$ cat src/rtl/bcd_pkg.sv
// -----------------------------------------------------------------------------
// bcd_pkg
// Shared types and helpers for the BCD down counter.
//   state_e   : controller state (IDLE, RUN, EXPIRED)
//   BCD_MAX   : largest legal BCD digit (9)
//   BCD_ZERO  : BCD zero digit
//   bcd_clamp : forces any digit above 9 down to 9
// -----------------------------------------------------------------------------
package bcd_pkg;

  typedef enum logic [1:0] {
    IDLE    = 2'd0,
    RUN     = 2'd1,
    EXPIRED = 2'd2
  } state_e;

  localparam logic [3:0] BCD_MAX  = 4'd9;
  localparam logic [3:0] BCD_ZERO = 4'd0;

  // Non-BCD nibbles (A..F) saturate to 9 rather than wrapping.
  function automatic logic [3:0] bcd_clamp(input logic [3:0] d);
    return (d > BCD_MAX) ? BCD_MAX : d;
  endfunction

endpackage

$ cat src/rtl/bcd_digit_dec.sv
// -----------------------------------------------------------------------------
// bcd_digit_dec
// One BCD digit of the decrement chain (purely combinational).
//   i_digit  : current digit value (0..9)
//   i_dec    : borrow in; decrement this digit when high
//   o_digit  : digit value after the optional decrement
//   o_borrow : borrow out to the next digit (i_dec && digit == 0)
// -----------------------------------------------------------------------------
module bcd_digit_dec
  import bcd_pkg::*;
(
  input  logic [3:0] i_digit,
  input  logic       i_dec,
  output logic [3:0] o_digit,
  output logic       o_borrow
);

  logic w_is_zero;

  assign w_is_zero = (i_digit == BCD_ZERO);

  // A zero digit wraps to 9 and pushes the borrow upward.
  always_comb begin
    o_digit = i_digit;
    if (i_dec) begin
      if (w_is_zero) o_digit = BCD_MAX;
      else           o_digit = i_digit - 4'd1;
    end
  end

  assign o_borrow = i_dec && w_is_zero;

endmodule

$ cat src/rtl/bcd_down_counter.sv
// -----------------------------------------------------------------------------
// bcd_down_counter
// Multi-digit packed BCD countdown timer.
//   clk      : system clock, rising edge
//   rstn     : asynchronous active-low reset
//   load     : synchronous load strobe (highest priority)
//   load_val : packed BCD start value, digit 0 in [3:0]; digits > 9 clamp to 9
//   start    : leave IDLE and begin counting (ignored at zero / in RUN / EXPIRED)
//   en       : tick enable, one decrement per high cycle while running
//   count    : current packed BCD value
//   running  : high in RUN
//   zero     : combinational, high when count == 0
//   done     : registered one-cycle pulse on expiry
// Optional build macro BCD_AUTORELOAD_EN: the last loaded value is kept in a
// reload register and restored on expiry, so the counter stays in RUN as a
// periodic timer. A reload value of zero falls back to the plain behaviour.
// -----------------------------------------------------------------------------
module bcd_down_counter
  import bcd_pkg::*;
#(
  parameter int DIGITS = 2
)(
  input  logic                  clk,
  input  logic                  rstn,
  input  logic                  load,
  input  logic [4*DIGITS-1:0]   load_val,
  input  logic                  start,
  input  logic                  en,
  output logic [4*DIGITS-1:0]   count,
  output logic                  running,
  output logic                  zero,
  output logic                  done
);

  localparam logic [4*DIGITS-1:0] CNT_ONE = {{(4*DIGITS-1){1'b0}}, 1'b1};

  state_e                   r_state;
  logic [DIGITS-1:0][3:0]   r_count;
  logic                     r_done;
`ifdef BCD_AUTORELOAD_EN
  logic [DIGITS-1:0][3:0]   r_reload;
`endif

  logic [DIGITS-1:0][3:0]   w_load_clamped;
  logic [DIGITS-1:0][3:0]   w_dec_val;
  logic [DIGITS:0]          w_borrow;
  logic                     w_zero;
  logic                     w_tick;
  logic                     w_expire;

  // ---------------------------------------------------------------------------
  // Per-digit clamp and decrement chain
  // ---------------------------------------------------------------------------
  // Decrement only on a live tick in RUN; load overrides the tick.
  assign w_tick      = (r_state == RUN) && en && !load;
  assign w_borrow[0] = w_tick;

  for (genvar g = 0; g < DIGITS; g++) begin : g_digit
    assign w_load_clamped[g] = bcd_clamp(load_val[4*g +: 4]);

    bcd_digit_dec u_dig (
      .i_digit  (r_count[g]),
      .i_dec    (w_borrow[g]),
      .o_digit  (w_dec_val[g]),
      .o_borrow (w_borrow[g+1])
    );
  end

  assign w_zero   = (r_count == '0);
  // Tick taken at value ...001 is the expiry tick.
  assign w_expire = w_tick && (r_count == CNT_ONE);

  // ---------------------------------------------------------------------------
  // Controller: load > start > en
  // ---------------------------------------------------------------------------
  always_ff @(posedge clk or negedge rstn) begin
    if (!rstn) begin
      r_state  <= IDLE;
      r_count  <= '0;
      r_done   <= 1'b0;
`ifdef BCD_AUTORELOAD_EN
      r_reload <= '0;
`endif
    end else begin
      r_done <= 1'b0;
      if (load) begin
        r_count <= w_load_clamped;
        r_state <= IDLE;
`ifdef BCD_AUTORELOAD_EN
        r_reload <= w_load_clamped;
`endif
      end else begin
        case (r_state)
          IDLE: begin
            // Starting from zero would expire instantly; refuse it.
            if (start && !w_zero) r_state <= RUN;
          end
          RUN: begin
            // Borrow escaping the top digit would mean 0 -> 99..9; never commit it.
            if (w_tick && !w_borrow[DIGITS]) begin
              if (w_expire) begin
                r_done <= 1'b1;
`ifdef BCD_AUTORELOAD_EN
                if (r_reload != '0) begin
                  r_count <= r_reload;
                end else begin
                  r_count <= '0;
                  r_state <= EXPIRED;
                end
`else
                r_count <= '0;
                r_state <= EXPIRED;
`endif
              end else begin
                r_count <= w_dec_val;
              end
            end
          end
          EXPIRED: begin
            r_count <= '0;
          end
          default: begin
            r_state <= IDLE;
            r_count <= '0;
          end
        endcase
      end
    end
  end

  assign count   = r_count;
  assign running = (r_state == RUN);
  assign zero    = w_zero;
  assign done    = r_done;

endmodule
$ cat config.mk
export PLATFORM = sky130hd
export DESIGN_NAME = bcd_down_counter
export DESIGN_NICKNAME = d
export VERILOG_FILES = /design/src/rtl/bcd_pkg.sv /design/src/rtl/bcd_digit_dec.sv /design/src/rtl/bcd_down_counter.sv
export SDC_FILE = /design/constraint.sdc
export NUM_CORES = 1
export LEC_CHECK = 0
export BUFFER_PORTS_ARGS = -buffer_cell sky130_fd_sc_hd__buf_2
export CAP_MARGIN = 40
export CORE_UTILIZATION = 54
export DETAILED_ROUTE_END_ITERATION = 10
export GPL_ROUTABILITY_DRIVEN = 0
export MAX_ROUTING_LAYER = met4
export PLACE_DENSITY = 0.95
export RECOVER_POWER = 25
export SLEW_MARGIN = 25
export SYNTH_ARGS = -nofsm -noshare
export SYNTH_HDL_FRONTEND = slang
export SYNTH_SLANG_ARGS = --single-unit
export TNS_END_PERCENT = 20
$ cat constraint.sdc
create_clock -name clk -period 3.4 [get_ports clk]
set_input_delay 0.51 -clock clk [delete_from_list [all_inputs] [get_ports clk]]
set_output_delay 0.51 -clock clk [all_outputs]
set_load 0.005 [all_outputs]
Yosys cells after proc, flatten, opt, wreduce, memory -nomap -nowiden. Index checks and enable logic that the tools add are counted.

Register bits: 11. Output and inout port bits: 11. Word-level logic and storage cells: 54.

Equal/unequal tests: 10. $lt $le $gt $ge: 2. $add $sub $neg: 2. Reduce and logical (&&, ||, !) cells: 17. Mux-type cells: 19.

Operator list (number): $mux 4 (6); $mux 8 (3); $pmux 8 s2 (1); $eq 8x1->1 const B (1); $gt 4x4->1 const B (2); $logic_not 4->1 (2); $logic_not 8->1 (1); $mux 2 (4); $ne 4x2->1 const B (2); $sub 4x1->4 const B (2); $logic_and 1x1->1 (7); $ne 3x2->1 const B (2); $pmux 2 s3 (1); $reduce_and 3->1 (2); $mux 1 (4); $ne 2x2->1 const B (2); $reduce_and 4->1 (1); $logic_not 1->1 (3); $ne 3x3->1 const B (1); $eq 2x1->1 const B (1); $eq 2x2->1 const B (1); $logic_not 2->1 (1).

Logic depth before layout (Yosys ltp).
Depth in word-level cells: 10. Mapped depth: 6. Mapped depth without buffers: 6.

By module. A second synthesis with hierarchy kept.

Cells, all modules: 70. Area total of the unflattened synthesis: 721.9 um2.

Modules (own cells, without submodules): bcd_down_counter (area an instance 564.3 um2, sequential area each 275.3 um2, cells an instance 48, times used 1); bcd_digit_dec (area an instance 78.8 um2, sequential area each 0.0 um2, cells an instance 11, times used 2).

Worst setup path after synthesis. No wires, ideal clock.

Path type: register to register. From: register r_count, in the netlist count[0]. To: register r_count, in the netlist count[4]. Arrival: 1.672 ns. Clock period less this slack: 1.799 ns. Path slack: 1.601 ns. Data required time: 3.272 ns. Stages on the path, launching flop included: 7. Setup time: 0.128 ns. Path through: dfrtp_1 -> inv_1 -> ha_1 -> nor4b_2 -> a22oi_1 -> o21ai_2 -> mux2_1.

Longest elaborated chain between the ends: 7.

Ends and longest elaborated chain: start, declared (line bcd_down_counter.sv:38) `logic [DIGITS-1:0][3:0] r_count;`; start signal, assigned (line bcd_down_counter.sv:87) `r_count <= w_load_clamped;`; start signal, assigned (line bcd_down_counter.sv:115) `r_count <= w_dec_val;`; parallel branches: the longest is 7 deep, another holds $eq 8x1->1.

Parallel ways; which one is timed is not known. The select of a mux whose other input is x is not followed. A chain may end at the register's enable or synchronous reset.

Final worst setup path.
From: register r_count, in the netlist count[0]. To: output port zero.

Longest elaborated chain between the ends: 1.

Ends and longest elaborated chain: $logic_not 8->1 (line bcd_down_counter.sv:69) `assign w_zero = (r_count == '0);`; end, declared (line bcd_down_counter.sv:31) `output logic zero,`.

Every way passes these cells.

==> results.toml <==
[synthesis]
syn_area_um2 = 832
synth_flop_cell = "dfrtp_1"
avgSynthCellArea_um2 = 9.56
ys_warn_count = 0
ys_ff_latch = 11
synth_top_area_share_pct = 33.1
postSynthNetCount = 105
yosysMostFrequentCell = "dfrtp_1"
synth_edf_count = 0
syn_inst = 87
synth_cell_type_count = 36
ys_seq_area_share_pct = 33.1
yosysTopAreaCell = "dfrtp_1"
synth_area_leaders = "dfrtp_1 (33%), ha_1 (7.5%), mux2_1 (4.1%), inv_1 (3.6%), nand2_1 (3.2%)"
ys_async_sr_fraction_pct = 100
synth_common_cells = "dfrtp_1 (11), inv_1 (8), nand2_1 (7)"

[routing]
antenna_left = 0
drc = 0
drt_iter0_drc = 48
vias_per_cell = 6.38
wl_per_cell_um = 15.7
wl_um = 2010
first_pass_iters = 4
num_vias = 817

[floorplanning]
io_pins = 24
die-area_um2 = 1700
die_x_um = 41.3
core_area_um2 = 1370
rows = 13
start_util_pct = 60.9
die_y_um = 41.3

[pwr]
pwr-share-comb_pct = 40.2
pwr-share-clk_pct = 19.5
seqPwrFrac_pct = 40.3
p_per_area_nw_per_um2 = 455
p_int_uw = 279
swShare_pct = 37.8
totalPowerFinal_uw = 449
switchingPower_uw = 170
p_leak_nw = 0.469
vdd_ir_drop_max_mv = 0.329

[critical_path]
path_max_fanout = 8
crit_arrival_ns = 1.70
cp-start-kind = "flop"
path_class = "flop to primary output"
cp_data_required_time_ns = 2.89
r2r_slack_ns = 1.33
end_kind = "primary output"

[sta]
rsz0062_at_grt = "false"
post-route-min-period_ns = 2.21
setup_tns_ns = 0
tightest_slew_ns = 0.581
fmax_mhz = 452
finalCritPeriodShare_pct = 65.1
slew_headroom_pct = 61.2
finalMaxSlewViolations = 0
finalHoldViolations = 0
setup_viol = 0
skew_ns = 0.00404

[cts]
htree_levels = 1
postCtsSetupBuffers = 0
cts_buffers = 3
clkSlewWorstSetupHoldPaths_ns = 0.07
clk_path_buf_depth = 2
cts_hold_buf = 0
cts-resized-gates = 0
cts_tree = "built"
clock_sinks = 11
clkLatencyLatePin_ns = 0.27
root_buffer = "clkbuf_4"

[final_layout]
finalNetCount = 132
fin_area_um2 = 987
syn_to_final_growth_pct = 18.6
drive_above_1_share_pct = 27.4
fillers = 104
n_antenna_cell = 0

[grt]
grt_max_degree = 14
grt_pass1_vias = 736
grt_pass1_wl_um = 3170
antenna_found_initial = 0
overflow = 0
track_usage_pct = 29.8

[hold_path]
hp-class = "primary input to asynchronous set/reset pin"

[placement]
placed_area_um2 = 962
port_buffers = 23
dp_hpwl_um = 1620

[status]
status = "finished clean"

[job]
max_cap_violations = 0
[cell type report]
cell class	count	area [um2]	share of cell area (%)
inverter	8	30.0	3.04
timing repair buffer	23	114	11.5
sequential	11	275	27.9
clock buffer	4	26.3	2.66
multi-input combinational	67	523	53.0
tap	15	18.8	1.90
[worst max-delay path, stage by stage, from the launching register on]
cell and delay, ns:
dfrtp_1 0.43, inv_1 0.12, ha_1 0.21, nor3b_4 0.38, nand2_1 0.13, inv_1 0.07
buf_2 0.10
[per-layer routing]
layer | routed length [um] | global-route usage, % | vias to the layer above
li1 | - | - | 374
met1 | 830 | 34.1 | 388
met2 | 1000 | 49.2 | 49
met3 | 138 | 9.78 | 6
met4 | 42 | 8.87 | 0
met5 | 0 | - | -
[sequential cells by signal, indices dropped and copies added (netlist names)]
name and count:
count 8, r_state 2, done 1
[worst paths after layout]
| check | end | start | cells past startpoint |
|---|---|---|---|
| min in group clk | r_state[0]$_DFFE_PN0P_ | r_state[1]$_DFFE_PN0P_ | 1 |
| max in group asynchronous | r_state[1]$_DFFE_PN0P_ | rstn | 1 |
| worst min register to register | r_state[0]$_DFFE_PN0P_ | r_state[1]$_DFFE_PN0P_ | 1 |
| worst max register to register | count[0]$_DFFE_PN0P_ | count[0]$_DFFE_PN0P_ | 6 |
| worst min-delay path | count[3]$_DFFE_PN0P_ | rstn | 1 |
| worst max-delay path | zero | count[0]$_DFFE_PN0P_ | 6 |
[through the flow]
step           std cells  util (%)  worst slack [ns]  hold WS [ns]
3_3_place_gp         124      70.4              1.44         0.389
5_1_grt              128      72.3              1.02         0.244
6_report             128      72.3              1.19         0.208
2_1_floorplan         87         -              1.60         0.214
3_5_place_dp         124      70.4              1.36         0.390
4_1_cts              128      72.3              1.19        0.0924
[power by group through the flow]
| stage | sequential (mW) | clock, mW | combinational [mW] |
|---|---|---|---|
| floorplan | 0.179 | 0 | 0.118 |
| global placement | 0.180 | 0 | 0.169 |
| detailed placement | 0.183 | 0 | 0.178 |
| CTS | 0.180 | 0.0922 | 0.178 |
| global route | 0.185 | 0.0967 | 0.200 |
| finish | 0.181 | 0.0874 | 0.181 |
[cells by family after synthesis]
kind of cell    after synthesis  share of synthesized area (%)
simple gates                 31                           25.3
mux                           5                           6.47
compound gates               26                           23.6
buf+inv                       9                           4.06
fa+ha+maj                     5                           7.52
flops                        11                           33.1
[layout by cell type (no fill, tap or decap), types with 2 or more instances in the layout]
cell type  synthesis  layout
nor2b_1            4       4
clkbuf_1           1       2
o2bb2ai_1          3       3
nor3_1             5       5
buf_2              0      22
o21a_1             2       2
o21ai_0            3       3
a22oi_1            2       2
dfrtp_1           11      11
nor2_1             4       4
nand2_1            7       7
a21oi_1            5       5
and2_1             2       2
ha_1               5       5
mux2i_1            2       2
mux2_1             3       3
clkbuf_4           0       3
inv_1              8       8
(Power assumes the default switching activity.)
